**config.mk**
```make
export PLATFORM = sky130hd
export DESIGN_NAME = pipe_buf_stage_flat
export DESIGN_NICKNAME = d
export VERILOG_FILES = /design/src/rtl/pipe_buf_pkg.sv /design/src/rtl/pipe_buf_if.sv /design/src/rtl/pipe_buf_perf_cnt.sv /design/src/rtl/pipe_buf_stage.sv /design/src/flat_wrapper.sv
export SDC_FILE = /design/constraint.sdc
export NUM_CORES = 1
export LEC_CHECK = 0
export ABC_AREA = 1
export BUFFER_PORTS_ARGS = -buffer_cell sky130_fd_sc_hd__buf_2
export CORE_AREA = 2 2 109 111
export CTS_CLUSTER_DIAMETER = 50
export DETAILED_ROUTE_END_ITERATION = 12
export DIE_AREA = 0 0 111 113
export MAX_ROUTING_LAYER = met4
export PLACE_DENSITY = 0.66
export SYNTH_ARGS = -nofsm -noshare
export SYNTH_HDL_FRONTEND = slang
export SYNTH_SLANG_ARGS = --single-unit
```
**constraint.sdc**
```tcl
create_clock -name clk -period 2.3 [get_ports clk]
set_clock_uncertainty 0.1 [all_clocks]
set_input_delay 0.115 -clock clk [delete_from_list [all_inputs] [get_ports clk]]
set_output_delay 0.115 -clock clk [all_outputs]
set_load 0.02 [all_outputs]
```
**src/rtl/pipe_buf_pkg.sv**
```systemverilog
// Shared types for the generic pipeline buffer stage.
// Stage payload widths are derived from the stage structs below.
package pipe_buf_pkg;

    typedef enum logic [1:0] {
        PB_EMPTY = 2'd0,
        PB_ONE   = 2'd1,
        PB_FULL  = 2'd2
    } pb_state_e;

    localparam int PC_W = 9;
    localparam logic [31:0] NOP_INSTR = 32'h0000_0013;

    typedef struct packed {
        logic [PC_W-1:0] pc;
        logic [31:0]     instr;
    } if_id_t;

    typedef struct packed {
        logic [PC_W-1:0] pc;
        logic [31:0]     rs1_val;
        logic [31:0]     rs2_val;
        logic [31:0]     imm;
        logic [4:0]      rd;
        logic [3:0]      alu_op;
        logic            mem_rd;
        logic            mem_wr;
        logic            reg_wr;
    } id_ex_t;

    typedef struct packed {
        logic [PC_W-1:0] pc;
        logic [31:0]     alu_res;
        logic [31:0]     rs2_val;
        logic [4:0]      rd;
        logic            mem_rd;
        logic            mem_wr;
        logic            reg_wr;
    } ex_mem_t;

    typedef struct packed {
        logic [31:0] wb_data;
        logic [4:0]  rd;
        logic        reg_wr;
    } mem_wb_t;

    localparam int IF_ID_W  = $bits(if_id_t);
    localparam int ID_EX_W  = $bits(id_ex_t);
    localparam int EX_MEM_W = $bits(ex_mem_t);
    localparam int MEM_WB_W = $bits(mem_wb_t);

    function automatic logic [1:0] pb_occ(pb_state_e s);
        logic [1:0] occ;
        occ = 2'd0;
        unique case (s)
            PB_ONE:  occ = 2'd1;
            PB_FULL: occ = 2'd2;
            default: occ = 2'd0;
        endcase
        return occ;
    endfunction

endpackage

```
**src/rtl/pipe_buf_if.sv**
```systemverilog
// Upstream/downstream handshake bundle around one pipeline buffer stage.
// The slave modport is the stage's view; master is the surrounding logic.
interface pipe_buf_if #(
    parameter int DATA_W = 41
) ();

    logic              in_valid;
    logic              in_ready;
    logic [DATA_W-1:0] in_data;
    logic              out_valid;
    logic              out_ready;
    logic [DATA_W-1:0] out_data;
    logic              flush;
    logic [1:0]        occupancy;

    modport master (
        output in_valid,
        output in_data,
        output out_ready,
        output flush,
        input  in_ready,
        input  out_valid,
        input  out_data,
        input  occupancy
    );

    modport slave (
        input  in_valid,
        input  in_data,
        input  out_ready,
        input  flush,
        output in_ready,
        output out_valid,
        output out_data,
        output occupancy
    );

endinterface

```
**src/rtl/pipe_buf_perf_cnt.sv**
```systemverilog
// Saturating event counter with enable, async active-low reset.
module pipe_buf_perf_cnt #(
    parameter int CNT_W = 32
) (
    input  logic             clk,
    input  logic             rst_n,
    input  logic             en,
    output logic [CNT_W-1:0] cnt
);

    logic [CNT_W-1:0] cnt_q;
    logic [CNT_W-1:0] cnt_d;

    always_comb begin
        cnt_d = cnt_q;
        if (en && (cnt_q != {CNT_W{1'b1}})) begin
            cnt_d = cnt_q + 1'b1;
        end
    end

    always_ff @(posedge clk or negedge rst_n) begin
        if (!rst_n) begin
            cnt_q <= '0;
        end else begin
            cnt_q <= cnt_d;
        end
    end

    assign cnt = cnt_q;

endmodule

```
**src/rtl/pipe_buf_stage.sv**
```systemverilog
// Generic pipeline register: valid/ready, 2-entry skid, flush, bubbles.
// Define PIPE_BUF_PERF_EN to add the stall_cnt/flush_cnt counter ports.
module pipe_buf_stage
    import pipe_buf_pkg::*;
#(
    parameter int                DATA_W     = 41,
    parameter logic [DATA_W-1:0] BUBBLE_VAL = '0,
    parameter int                CNT_W      = 32
) (
    input  logic             clk,
    input  logic             rst_n,
`ifdef PIPE_BUF_PERF_EN
    output logic [CNT_W-1:0] stall_cnt,
    output logic [CNT_W-1:0] flush_cnt,
`endif
    pipe_buf_if.slave        bus
);

    pb_state_e         state_q;
    pb_state_e         state_d;
    logic [DATA_W-1:0] main_q;
    logic [DATA_W-1:0] main_d;
    logic [DATA_W-1:0] skid_q;
    logic [DATA_W-1:0] skid_d;

    logic in_rdy;
    logic out_vld;
    logic xfer_in;
    logic xfer_out;

    // Handshake outputs come from state only, never from out_ready.
    assign in_rdy  = rst_n && (state_q != PB_FULL);
    assign out_vld = (state_q == PB_ONE) || (state_q == PB_FULL);

    assign xfer_in  = bus.in_valid && in_rdy;
    assign xfer_out = out_vld && bus.out_ready;

    assign bus.in_ready  = in_rdy;
    assign bus.out_valid = out_vld;
    assign bus.out_data  = out_vld ? main_q : BUBBLE_VAL;
    assign bus.occupancy = pb_occ(state_q);

    always_comb begin
        state_d = state_q;
        main_d  = main_q;
        skid_d  = skid_q;
        if (bus.flush) begin
            state_d = PB_EMPTY;
            main_d  = BUBBLE_VAL;
            skid_d  = BUBBLE_VAL;
        end else begin
            unique case (state_q)
                PB_EMPTY: begin
                    if (xfer_in) begin
                        state_d = PB_ONE;
                        main_d  = bus.in_data;
                    end
                end
                PB_ONE: begin
                    if (xfer_in && xfer_out) begin
                        main_d = bus.in_data;
                    end else if (xfer_in) begin
                        state_d = PB_FULL;
                        skid_d  = bus.in_data;
                    end else if (xfer_out) begin
                        state_d = PB_EMPTY;
                        main_d  = BUBBLE_VAL;
                    end
                end
                PB_FULL: begin
                    if (xfer_out) begin
                        state_d = PB_ONE;
                        main_d  = skid_q;
                        skid_d  = BUBBLE_VAL;
                    end
                end
                default: begin
                    state_d = PB_EMPTY;
                    main_d  = BUBBLE_VAL;
                    skid_d  = BUBBLE_VAL;
                end
            endcase
        end
    end

    always_ff @(posedge clk or negedge rst_n) begin
        if (!rst_n) begin
            state_q <= PB_EMPTY;
            main_q  <= BUBBLE_VAL;
            skid_q  <= BUBBLE_VAL;
        end else begin
            state_q <= state_d;
            main_q  <= main_d;
            skid_q  <= skid_d;
        end
    end

`ifdef PIPE_BUF_PERF_EN
    logic stall_ev;
    logic flush_ev;

    assign stall_ev = out_vld && !bus.out_ready;
    assign flush_ev = bus.flush && (state_q != PB_EMPTY);

    pipe_buf_perf_cnt #(
        .CNT_W (CNT_W)
    ) u_stall_cnt (
        .clk   (clk),
        .rst_n (rst_n),
        .en    (stall_ev),
        .cnt   (stall_cnt)
    );

    pipe_buf_perf_cnt #(
        .CNT_W (CNT_W)
    ) u_flush_cnt (
        .clk   (clk),
        .rst_n (rst_n),
        .en    (flush_ev),
        .cnt   (flush_cnt)
    );
`endif

endmodule

```
**src/flat_wrapper.sv**
```systemverilog
// flat-port wrapper written by rule: the top's interface ports become plain ports
module pipe_buf_stage_flat import pipe_buf_pkg::*;
#(
    parameter int                DATA_W     = 41,
    parameter logic [DATA_W-1:0] BUBBLE_VAL = '0,
    parameter int                CNT_W      = 32
)
  (clk, rst_n, bus_in_valid, bus_in_data, bus_out_ready, bus_flush, bus_in_ready, bus_out_valid, bus_out_data, bus_occupancy);
  pipe_buf_if #(.DATA_W(DATA_W)) bus_i ();
  input  logic clk;
  input  logic rst_n;
  input wire logic [$bits(bus_i.in_valid)-1:0] bus_in_valid;
  input wire logic [$bits(bus_i.in_data)-1:0] bus_in_data;
  input wire logic [$bits(bus_i.out_ready)-1:0] bus_out_ready;
  input wire logic [$bits(bus_i.flush)-1:0] bus_flush;
  output wire logic [$bits(bus_i.in_ready)-1:0] bus_in_ready;
  output wire logic [$bits(bus_i.out_valid)-1:0] bus_out_valid;
  output wire logic [$bits(bus_i.out_data)-1:0] bus_out_data;
  output wire logic [$bits(bus_i.occupancy)-1:0] bus_occupancy;
  assign bus_i.in_valid = bus_in_valid;
  assign bus_i.in_data = bus_in_data;
  assign bus_i.out_ready = bus_out_ready;
  assign bus_i.flush = bus_flush;
  assign bus_in_ready = bus_i.in_ready;
  assign bus_out_valid = bus_i.out_valid;
  assign bus_out_data = bus_i.out_data;
  assign bus_occupancy = bus_i.occupancy;
  pipe_buf_stage #(.DATA_W(DATA_W), .BUBBLE_VAL(BUBBLE_VAL), .CNT_W(CNT_W)) u_core (.clk(clk), .rst_n(rst_n), .bus(bus_i));
endmodule
```
### Yosys cells after proc, flatten, opt, wreduce, memory -nomap -nowiden

Cells that the tools add are included.

| operators by class | value |
|---|---|
| reduce and logical (&&, ||, !) cells | 9 |
| equal/unequal tests | 11 |
| mux-type cells | 19 |

Operators with widths:

| kind | number |
|---|---|
| $mux 41 | 9 |
| $pmux 41 s3 | 2 |
| $mux 2 | 6 |
| $reduce_and 4->1 | 3 |
| $ne 3x2->1 const B | 3 |
| $pmux 2 s3 | 1 |
| $logic_and 1x1->1 | 4 |
| $ne 2x2->1 const B | 2 |
| $ne 4x2->1 const B | 1 |
| $ne 4x3->1 const B | 1 |
| $ne 4x4->1 const B | 1 |
| $pmux 2 s2 | 1 |
| $ne 3x3->1 const B | 1 |
| $eq 2x1->1 const B | 1 |
| $eq 2x2->1 const B | 1 |
| $logic_not 2->1 | 1 |
| $logic_or 1x1->1 | 1 |

| word-level totals | value |
|---|---|
| output and inout bits | 45 |
| register bits | 84 |

### Depth between registers and ports, before layout

Gate-level depths: netlist of run 1.

| logic depth | value |
|---|---|
| word-level depth | 8 |
| gate-level depth with buffers | 12 |
| mapped depth without buffers | 10 |

### Worst setup path before layout of run 1

OpenSTA, ideal clock, no wires.

| timing | value |
|---|---|
| path type | flip-flop to flip-flop |
| from | register u_core.state_q[0] |
| to | register u_core.skid_q[10] |
| data arrival time | 1.695 ns |
| path slack | 0.387 ns |
| data required time | 2.083 ns |
| setup time | 0.117 ns |
| cell stages (with the launch flop) | 10 |
| path buffers | 2 |
| period minus slack after synthesis | 1.913 ns |
| path through | dfrtp_1 -> inv_1 -> ha_1 -> buf_2 -> nand2_2 -> nor2_4 -> nand2_2 -> buf_2 -> nand4_1 -> nand2_1 |

| between the ends | value |
|---|---|
| cells in the longest elaborated chain, start to end | 6 |
| elaborated cells between the ends (all ways) | 16 |

RTL lines:

| what | line | RTL |
|---|---|---|
| start, declared | pipe_buf_stage.sv:19 | `pb_state_e state_q;` |
| start signal, assigned | pipe_buf_stage.sv:92 | `state_q <= state_d;` |
| $eq 2x1->1 or $eq 2x2->1 (tied branches) | pipe_buf_stage.sv:33 | `assign out_vld = (state_q == PB_ONE) \|\| (state_q == PB_FULL);` |
| $logic_or 1x1->1 (*) | pipe_buf_stage.sv:33 |  |
| net bus_out_valid | flat_wrapper.sv:17 | `output wire logic [$bits(bus_i.out_valid)-1:0] bus_out_valid;` |
| $logic_and 1x1->1 (*) | pipe_buf_stage.sv:36 | `assign xfer_out = out_vld && bus.out_ready;` |
| $logic_and 1x1->1 | pipe_buf_stage.sv:60 | `if (xfer_in && xfer_out) begin` |
| $ne 3x3->1 (no line) | n/a |  |
| $reduce_and 4->1 (no line) (*) | n/a |  |
| end signal, assigned | pipe_buf_stage.sv:94 | `skid_q <= skid_d;` |
| end, declared | pipe_buf_stage.sv:23 | `logic [DATA_W-1:0] skid_q;` |

Mark *: on every way through the listed nets, which the timed path passes. The rest lies on a longest branch.
A chain may end at the register's enable or synchronous reset.

### Final worst setup path of run 1

| timing | value |
|---|---|
| from | register u_core.state_q[1] |
| to | register u_core.skid_q[1] |

| between the ends | value |
|---|---|
| cells in the longest elaborated chain, start to end | 6 |
| elaborated cells between the ends (all ways) | 16 |

RTL lines:

| what | line | RTL |
|---|---|---|
| $ne 2x2->1, or another cell as far along | pipe_buf_stage.sv:32 | `assign in_rdy = rst_n && (state_q != PB_FULL);` |
| $logic_and 1x1->1 or $logic_or 1x1->1 (tied branches) | pipe_buf_stage.sv:32, pipe_buf_stage.sv:33 |  |
| $logic_and 1x1->1, on equally long branches | pipe_buf_stage.sv:35, pipe_buf_stage.sv:36 |  |
| $logic_and 1x1->1 | pipe_buf_stage.sv:60 |  |
| $ne 3x3->1 (no line) | n/a |  |
| $reduce_and 4->1 (no line) | n/a |  |

Parallel ways exist; a longest one is shown, timed or not.

==> results of run 1 <==
flip-flops by register name, indices dropped and copies added, names as in the netlist:
signal          flops
u_core.main_q      41
u_core.skid_q      41
u_core.state_q      2
worst min-delay path by stage:
stage,from,to,slack (ns)
after floorplan,rst_n,u_core.main_q[0],-0.28
after global placement,bus_in_valid,u_core.state_q[1],0.33
after detailed placement,bus_in_valid,u_core.state_q[1],0.34
after CTS,bus_in_data[35],u_core.main_q[35],0.006
after global routing,bus_in_data[34],u_core.main_q[34],0.04
final,bus_in_data[35],u_core.main_q[35],0.01
metrics by stage:
| step | total power [W] | cells | setup TNS, ns | hold WS, ns |
|---|---|---|---|---|
| 2_1_floorplan | 0.00425 | 756 | 0 | -0.281 |
| 3_3_place_gp | 0.00485 | 949 | 0 | 0.330 |
| 3_5_place_dp | 0.00491 | 949 | 0 | 0.336 |
| 4_1_cts | 0.00638 | 965 | 0 | 0.00628 |
| 5_1_grt | 0.00686 | 966 | -0.0301 | 0.0407 |
| 6_report | 0.00637 | 966 | 0 | 0.0133 |
routing by layer:
layer,up-vias,part of all wire,GRT usage
met1,2306,0.46,0.276
met4,0,0.020,0.0858
li1,2488,-,-
met2,116,0.48,0.344
met3,17,0.041,0.0262
met5,-,0,-
cell usage in the layout (no fill, tap or decap), types with 9 or more instances in the layout:
cell	n
buf_2	89
buf_4	15
clkbuf_16	9
dfrtp_1	84
inv_1	45
nand2_1	379
nand3_1	83
nand4_1	43
nor2_1	45
layout make-up:
type | instances | area share
Timing Repair Buffer | 108 | 0.103
Inverter | 49 | 0.0320
Sequential cell | 84 | 0.361
Clock inverter | 5 | 0.00902
Multi-Input combinational cell | 567 | 0.423
Clock buffer | 10 | 0.0410
Tap cell | 143 | 0.0307
kinds of logic (layout without fill, tap and decap cells):
| logic type | count (synthesis) | after routing |
|---|---|---|
| adder cells (fa/ha/maj) | 5 | 5 |
| AO/OA/AOI/OAI | 1 | 1 |
| buffers and inverters | 106 | 172 |
| AND/OR/NAND/NOR | 560 | 561 |
| flip-flops | 84 | 84 |
power groups by stage:
stage               Sequential (W)  Clock (W)  Combinational [W]
floorplan                  0.00210          0            0.00215
global placement           0.00216          0            0.00269
detailed placement         0.00217          0            0.00274
CTS                        0.00215    0.00147            0.00276
global route               0.00220    0.00154            0.00313
finish                     0.00215    0.00145            0.00277
worst register-to-register path, cell delays in order (launching register included):
cell and delay (ns):
dfrtp_1 0.41, inv_1 0.09, ha_2 0.36, nand2_2 0.09
nand2_2 0.12, nand2_1 0.07, inv_2 0.24, nand3_4 0.30
nand2_1 0.17, nand2_1 0.07
what timing repair did:
action	CTS	global route
endpoints found under the hold margin	1	0
endpoints found under the setup margin	0	48
hold buffers	1	0
resized for setup	0	4
==> out/metrics.cfg, run 1 <==
[sta]
max_freq_mhz=469
fin_ws_ns=0.168
hold_viol=0
finalCritPeriodShare=0.927
max_slew.worst_pin.slew_ns=1.08
layout_min_cycle_time_ns=2.13
grt_setup_unrepaired=true
relSlewSlack=0.282
setup-violations-final=0
drv_slew=0

[floorplanning]
rows=39
core-area_um2=11300
die-width_um=111
dieHeight_um=113
io_pins=91
start_util=0.447
die-area_um2=12500

[worst_setup_path]
start_kind=flop
crit_slowest_cell=dfrtp_1
worst-r2r-cell-count=9
setup.worst_path.start=u_core.state_q[1]
critical_path_depth=9
worstPathArrival_ns=2.26
r2r-end=u_core.skid_q[1]
r2r_setup_slack_ns=0.17
cp_top_family=simple AND/OR/NAND/NOR gates
path_common_cell=nand2_1
worstPathCellList=inv_1, ha_2, nand2_2, nand2_2, nand2_1, inv_2, nand3_4, nand2_1, nand2_1
cp_data_required_time_ns=2.43
crit_buf_inv=2
crit_path_end_kind=flop
worstPathMaxFanout=21
crit_type=flop to flop
cp_slowest_stage_delay_ns=0.41
crit_end=u_core.skid_q[1]
r2r_start=u_core.state_q[1]

[synth]
yosys-top-cells-count=nand2_1 (379), dfrtp_1 (84), nand3_1 (83)
synthMuxAreaShare=0
synth_area_um2=5030
synth_cell_types=20
synthSimpleGateAreaFrac=0.472
synth_ff_type=dfrtp_1
synth_top_area_share=0.417
synth.yosys.seq_area_share=0.417
async_flop_share=1.00
synth_xor_area_frac=0
yosys_warnings=0
synth_edf_count=0
ys_seq_elements=84
syn_area_per_cell_um2=6.66
synth_top_family_by_area=simple AND/OR/NAND/NOR gates
synth_nets=807
post-synth-top-count-cell=nand2_1
yosysTopAreaCell=dfrtp_1
synth_compound_area_frac=0.000994
synthTopCellsByArea=dfrtp_1 (42%), nand2_1 (28%), nand3_1 (8.3%), nand4_1 (5.3%), inv_1 (3.4%)
synthCells=756
synthAdderAreaFrac=0.0124

[clock_tree]
clockBufferDepth=2
cts-root-buf=clkbuf_16
cts_setup_buffers=0
clk_pin_slew_ns=0.06
insertion_delay_ns=0.34
cts_buffers=9
cts_tree=built
htreeDepth=3
cts_sinks=84

[layout]
nFillCells=1160
area_delta_synth_final_pct=15.8
multi_input_area_um2=2470
final_area_um2=5830
drive_above_1_share=0.170
antenna_cells=0
fin_nets=870
final_util=0.517
register_area_um2=2100

[pwr]
leakagePower_nw=3.51
pwr-share-comb=0.435
switching_power_w=0.00278
powerDensity_nw_per_um2=1090
internal-power_w=0.00358
ir_drop_uv=571
pwr-share-seq=0.338
clkPwrFrac=0.227
switching_share=0.437

[global_routing]
grt_use_total=0.213
antenna_found_initial=0
grt_pass1_wl_mm=21.3
grt_overflow=0
grt_pass1_vias=4433
grt_start_max_net_pins=85

[flow_run]
max-cap-violations=0

[place]
numPortBuffers=90
pre_cts_slack_ns=0.0842
hpwl_mm=8.22
place_congestion=0.813
place_area_um2=5500

[route]
drc=0
routedWlPerCell_um=13.4
drtPass1Iterations=5
vias=4927
drtAntennaViolNets=0
drt-total-wl_mm=13.0
drt-vias-per-instance=5.10
drtIter0Drc=286

[hold_path]
hold_depth=5
hold_path_class=input port to flop

[status]
outcome=finished clean

(Power assumes the default switching activity.)
==> run 2, diff against run 1 <==
--- a/config.mk
+++ b/config.mk
@@ -7,12 +7,11 @@
 export LEC_CHECK = 0
 export ABC_AREA = 1
 export BUFFER_PORTS_ARGS = -buffer_cell sky130_fd_sc_hd__buf_2
-export CORE_AREA = 2 2 109 111
+export CORE_AREA = 2 2 135 137
 export CTS_CLUSTER_DIAMETER = 50
 export DETAILED_ROUTE_END_ITERATION = 12
-export DIE_AREA = 0 0 111 113
+export DIE_AREA = 0 0 137 139
 export MAX_ROUTING_LAYER = met4
-export PLACE_DENSITY = 0.66
 export SYNTH_ARGS = -nofsm -noshare
 export SYNTH_HDL_FRONTEND = slang
 export SYNTH_SLANG_ARGS = --single-unit
==> run 2 against run 1 <==
Net effect: register-to-register slack better by 0.20 ns; wire length is 10% higher; global-route usage is 5.2 points lower; combinational power is 3% higher; clock-buffer cell count is 3 higher; non-clock buffer count is 13 higher; cell count is 10% higher; critical path depth is 3 lower; setup slack better by 0.015 ns; total power is 0.39% higher; largest cell class unchanged; largest power group unchanged.
==> out/metrics.cfg, run 2 (synthesized netlist as in run 1, its figures left out) <==
[status]
outcome=finished clean

[global_routing]
grt_pass1_vias=4546  ; +2.5%
antenna_found_initial=0  ; unchanged
grt_pass1_wl_mm=23.5  ; +10%
grt_overflow=0  ; unchanged
grt_use_total=0.161  ; -0.0523
grt_start_max_net_pins=85  ; unchanged

[worst_setup_path]
crit_type=flop to primary output
cp_data_required_time_ns=2.09  ; -0.34 ns
worstPathArrival_ns=1.90  ; -0.36 ns
crit_buf_inv=4  ; +2
crit_slowest_cell=dfrtp_1
worstPathCellList=inv_1, ha_2, buf_6, nand2_1, inv_1, buf_2
worstPathMaxFanout=42  ; +100%
cp_slowest_stage_delay_ns=0.42  ; about the same
path_common_cell=inv_1
start_kind=flop
cp_top_family=buffers and inverters
crit_path_end_kind=primary output

[floorplanning]
dieHeight_um=139  ; +23%
core-area_um2=17700  ; +57%
die-area_um2=19000  ; +52%
start_util=0.285  ; -0.162
rows=49  ; +26%
die-width_um=137  ; +23%
io_pins=91  ; unchanged

[clock_tree]
cts_setup_buffers=0  ; unchanged
htreeDepth=3  ; unchanged
cts-root-buf=clkbuf_16
cts_buffers=9  ; unchanged
cts_sinks=84  ; unchanged
cts_tree=built
insertion_delay_ns=0.35  ; about the same
clk_pin_slew_ns=0.06  ; about the same
clockBufferDepth=2  ; unchanged

[layout]
mostFrequentLayoutCell=nand2_1
area_delta_synth_final_pct=20.5
mostFrequentLayoutCells=nand2_1 (379), buf_2 (89), dfrtp_1 (84)
final_util=0.344  ; -0.174
antenna_cells=0  ; unchanged
drive_above_1_share=0.166  ; -0.00364
fin_nets=882  ; +1.4%
reg_top3=u_core.main_q: 41 flops, u_core.skid_q: 41 flops, u_core.state_q: 2 flops

[pwr]
leakagePower_nw=3.56  ; +1.5%
powerDensity_nw_per_um2=1050  ; -3.5%
ir_drop_uv=915  ; +60%

[route]
drtAntennaViolNets=0  ; unchanged
routedWlPerCell_um=13.5  ; +0.22%
drc=0  ; unchanged
drtIter0Drc=296  ; +3.5%
drtPass1Iterations=4  ; -1
drt-total-wl_mm=14.3  ; +10%
drt-vias-per-instance=4.53  ; -11%
vias=4825  ; -2.1%

[sta]
layout_min_cycle_time_ns=2.12  ; -0.0152 ns
hold_viol=0  ; unchanged
max_slew.worst_pin.slew_ns=0.484  ; -0.593 ns
grt_setup_unrepaired=false
finalCritPeriodShare=0.920  ; -0.00663
tns_ns=0  ; unchanged
setup-violations-final=0  ; unchanged
relSlewSlack=0.677  ; +0.396
drv_slew=0  ; unchanged
max_freq_mhz=472  ; +0.72%

[flow_run]
max-cap-violations=0  ; unchanged

[hold_path]
hold_path_class=input port to flop

[place]
numPortBuffers=90  ; unchanged
hpwl_mm=9.08  ; +10%
place_congestion=0.789  ; -3.0%

-- run 2: through the flow --
stage / instance area, µm² / worst slack (ns) / std cells / total power [W] / hold slack, ns
finish: 6070 / 0.183 / 1064 / 0.00639 / 0.00522
global route: 6070 / 0.0214 / 1064 / 0.00691 / 0.0261
CTS: 6060 / 0.0214 / 1064 / 0.00648 / 0.000245
detailed placement: 5670 / 0.383 / 1037 / 0.00506 / -0.0604
global placement: 5670 / 0.401 / 1037 / 0.00503 / -0.0609
floorplan: 5030 / 0.387 / 756 / 0.00425 / -0.281
-- run 2: layout make-up --
| class | count | area (µm²) |
|---|---|---|
| well taps | 229 | 287 |
| repair buffers | 121 | 761 |
| inverters | 49 | 186 |
| flip-flops and latches | 84 | 2100 |
| clock inverters | 2 | 10.0 |
| multi-input cells | 566 | 2460 |
| clock buffers | 13 | 260 |
| fillers | 1978 | 11600 |
-- run 2: worst paths after layout --
kind                       cells past startpoint              start           endpoint  slack [ns]
hold reg to reg                                2  u_core.skid_q[36]  u_core.skid_q[36]        0.37
setup reg to reg                               8  u_core.state_q[0]  u_core.skid_q[18]        0.37
min in group asynchronous                      2              rst_n  u_core.skid_q[15]        0.09
max in group asynchronous                      3              rst_n  u_core.main_q[29]        1.33
setup / recovery                               6  u_core.state_q[1]   bus_out_data[17]        0.18
hold / removal                                 5    bus_in_data[31]  u_core.main_q[31]       0.005
-- run 2: repair_timing --
action                                  CTS  global route
endpoints found under the setup margin    0            42
hold buffers                             12             0
gates resized for setup                   0             2
endpoints found under the hold margin    95             0
-- run 2: tightest hold or removal path, delay by kind of cell --
family	cells	cell delay (ns)
buffers and inverters	1	0.10
and+or+nand+nor	4	0.22
-- run 2: report_power, final --
group	switching [W]	total [W]	leakage, nW	internal (W)
clock	0.000596	0.00138	0.135	0.000782
sequential	0.000244	0.00215	1.13	0.00191
combinational	0.00199	0.00286	2.29	0.000871
-- run 2: layer usage --
layer  vias to the layer above  share of wire  global-route usage  routed length [µm]
li1                       2499              -                   -                   -
met1                      2201           0.50               0.222                7180
met2                       106           0.44               0.242                6310
met3                        19          0.044              0.0219                 631
met4                         0          0.014              0.0526                 200
met5                         -              0                   -                   0
==> run 3, diff against run 2 <==
==> constraint.sdc (replaced) <==
create_clock -name clk -period 2.1 [get_ports clk]
set_clock_uncertainty 0.1 [all_clocks]
set_input_delay 0.105 -clock clk [delete_from_list [all_inputs] [get_ports clk]]
set_output_delay 0.105 -clock clk [all_outputs]
set_load 0.02 [all_outputs]
==> run 3 against run 2 <==
Net effect: via count increased by 0.56%; critical endpoint is now bus_out_data[1]; combinational power up 14%; total power grew 14%; sequential cell count did not move; wire length up 2.5%; clock power grew 22%; clock-buffer cell count shrank 1; cell count up 1.9%; final area is 4.0% higher; largest power group unchanged; register-to-register slack lost 0.20 ns; critical path type unchanged.
==> out/metrics.cfg, run 3 (synthesized netlist as in run 1, its figures left out) <==
[clock_tree]
cts_sinks=84  ; unchanged
insertion_delay_ns=0.35  ; about the same
clockBufferDepth=2  ; unchanged
cts_tree=built
cts_buffers=9  ; unchanged
cts-root-buf=clkbuf_16
clk_pin_slew_ns=0.06  ; about the same
htreeDepth=3  ; unchanged

[worst_setup_path]
cp_data_required_time_ns=1.89  ; -0.20 ns
worst-r2r-cell-count=10  ; +2
crit_path_end_kind=primary output
r2r_setup_slack_ns=0.17  ; -0.20 ns
worstPathMaxFanout=42  ; unchanged
crit_type=flop to primary output
start_kind=flop
crit_end=bus_out_data[1]
r2r_start=u_core.state_q[0]
setup.worst_path.start=u_core.state_q[0]
worstPathArrival_ns=1.76  ; -0.14 ns
r2r-end=u_core.skid_q[19]

[place]
place_area_um2=5690  ; +0.31%
numPortBuffers=90  ; unchanged
place_congestion=0.831  ; +5.3%
hpwl_mm=9.36  ; +3.1%

[pwr]
ir_drop_uv=563  ; -38%
leakagePower_nw=3.66  ; +2.7%
powerDensity_nw_per_um2=1150  ; +9.5%

[sta]
grt_setup_unrepaired=false
max_slew.worst_pin.slew_ns=0.881  ; +0.397 ns
setup-violations-final=0  ; unchanged
hold_viol=0  ; unchanged
drv_slew=0  ; unchanged
finalCritPeriodShare=0.935
layout_min_cycle_time_ns=1.96
relSlewSlack=0.413  ; -0.265
tns_ns=0  ; unchanged
max_freq_mhz=509

[global_routing]
grt_pass1_vias=4706  ; +3.5%
antenna_found_initial=0  ; unchanged
grt_start_max_net_pins=85  ; unchanged
grt_use_met2=0.253  ; +0.0110
grt_use_total=0.167  ; +0.00656
grt_busiest_layer=met2
grt.met3_usage=0.0300  ; +0.00804
grt_use_met1=0.232  ; +0.00962
grt_pass1_wl_mm=24.6  ; +4.9%
grt_overflow=0  ; unchanged

[floorplanning]
die-area_um2=19000  ; unchanged
core-area_um2=17700  ; unchanged
dieHeight_um=139  ; unchanged
io_pins=91  ; unchanged
die-width_um=137  ; unchanged
start_util=0.285  ; unchanged
rows=49  ; unchanged

[layout]
drive_above_1_share=0.173  ; +0.00663
reg_top3=u_core.main_q: 41 flops, u_core.skid_q: 41 flops, u_core.state_q: 2 flops
area_delta_synth_final_pct=25.3
final_area_um2=6310  ; +4.0%
fin_nets=902  ; +2.3%
mostFrequentLayoutCell=nand2_1
antenna_cells=0  ; unchanged
final_util=0.357  ; +0.0138
mostFrequentLayoutCells=nand2_1 (379), buf_2 (89), nand3_1 (83), dfrtp_1 (83), inv_1 (45)

[route]
drtPass1Iterations=4  ; unchanged
drc=0  ; unchanged
drtAntennaViolNets=0  ; unchanged
drt-total-wl_mm=14.7  ; +2.5%
routedWlPerCell_um=13.5  ; +0.59%
vias=4852  ; +0.56%
drt-vias-per-instance=4.48  ; -1.3%
drtIter0Drc=364  ; +23%

[status]
outcome=finished clean

[flow_run]
max-cap-violations=0  ; unchanged

[hold_path]
hold_path_class=input port to flop

[run 3: changes by cell type in the layout (fill, tap and decap cells not counted), sizes merged]
cell and change:
bufinv +1, clkbuf -1, clkinvlp +2, clkinv -2, buf +5, dlygate4sd3 +15
[run 3: what timing repair did]
action,in CTS,in global routing
hold endpoints to repair,81,0
setup endpoints to repair,43,76
cloned,0,0
setup buffers,0,1
hold buffers,27,0
resized for setup,3,8
pin swaps,0,0
[run 3: routing by layer]
layer / share of wire / wire length, µm
met1: 0.50 / 7360
met2: 0.45 / 6660
met3: 0.033 / 489
met4: 0.012 / 170
met5: 0 / 0
[run 3: worst min-delay path by stage]
stage / to / depth (start not counted) / from / slack, ns
finish: u_core.main_q[0] / 5 / bus_in_data[0] / 0.006
global route: u_core.main_q[0] / 5 / bus_in_data[0] / 0.02
CTS: u_core.main_q[40] / 5 / bus_in_data[40] / 0.0001
detailed placement: u_core.skid_q[15] / 2 / rst_n / 0.07
global placement: u_core.skid_q[15] / 2 / rst_n / 0.07
floorplan: u_core.main_q[0] / 0 / rst_n / -0.29
[run 3: through the flow]
step                hold WS [ns]  worst slack, ns  instances  total power (W)
finish                   0.00606            0.137       1084          0.00728
global route              0.0177           0.0124       1084          0.00788
CTS                     0.000148          0.00774       1083          0.00734
detailed placement        0.0702            0.160       1041          0.00556
global placement          0.0685            0.221       1041          0.00554
floorplan                 -0.291            0.187        756          0.00466
[run 3: critical path, cell delays in order (launching register included)]
cell     delay [ns]
dfrtp_2        0.40
inv_1          0.09
ha_2           0.37
buf_12         0.23
nand2_1        0.09
inv_1          0.06
buf_2          0.15
[run 3: final cells by class]
class,instances,area [µm²]
sequential,84,2100
tap,229,287
timing repair buffer,141,960
clock inverter,3,45.0
fill,1980,11300
multi-input combinational,566,2460
inverter,49,186
clock buffer,12,267
[run 3: where the power goes]
group | total, W | switching (W) | leakage (nW) | internal [W]
clock network | 0.00168 | 0.000665 | 0.147 | 0.00101
registers | 0.00236 | 0.000265 | 1.13 | 0.00209
logic | 0.00325 | 0.00221 | 2.38 | 0.00103
total | 0.00728 | 0.00314 | 3.66 | 0.00414
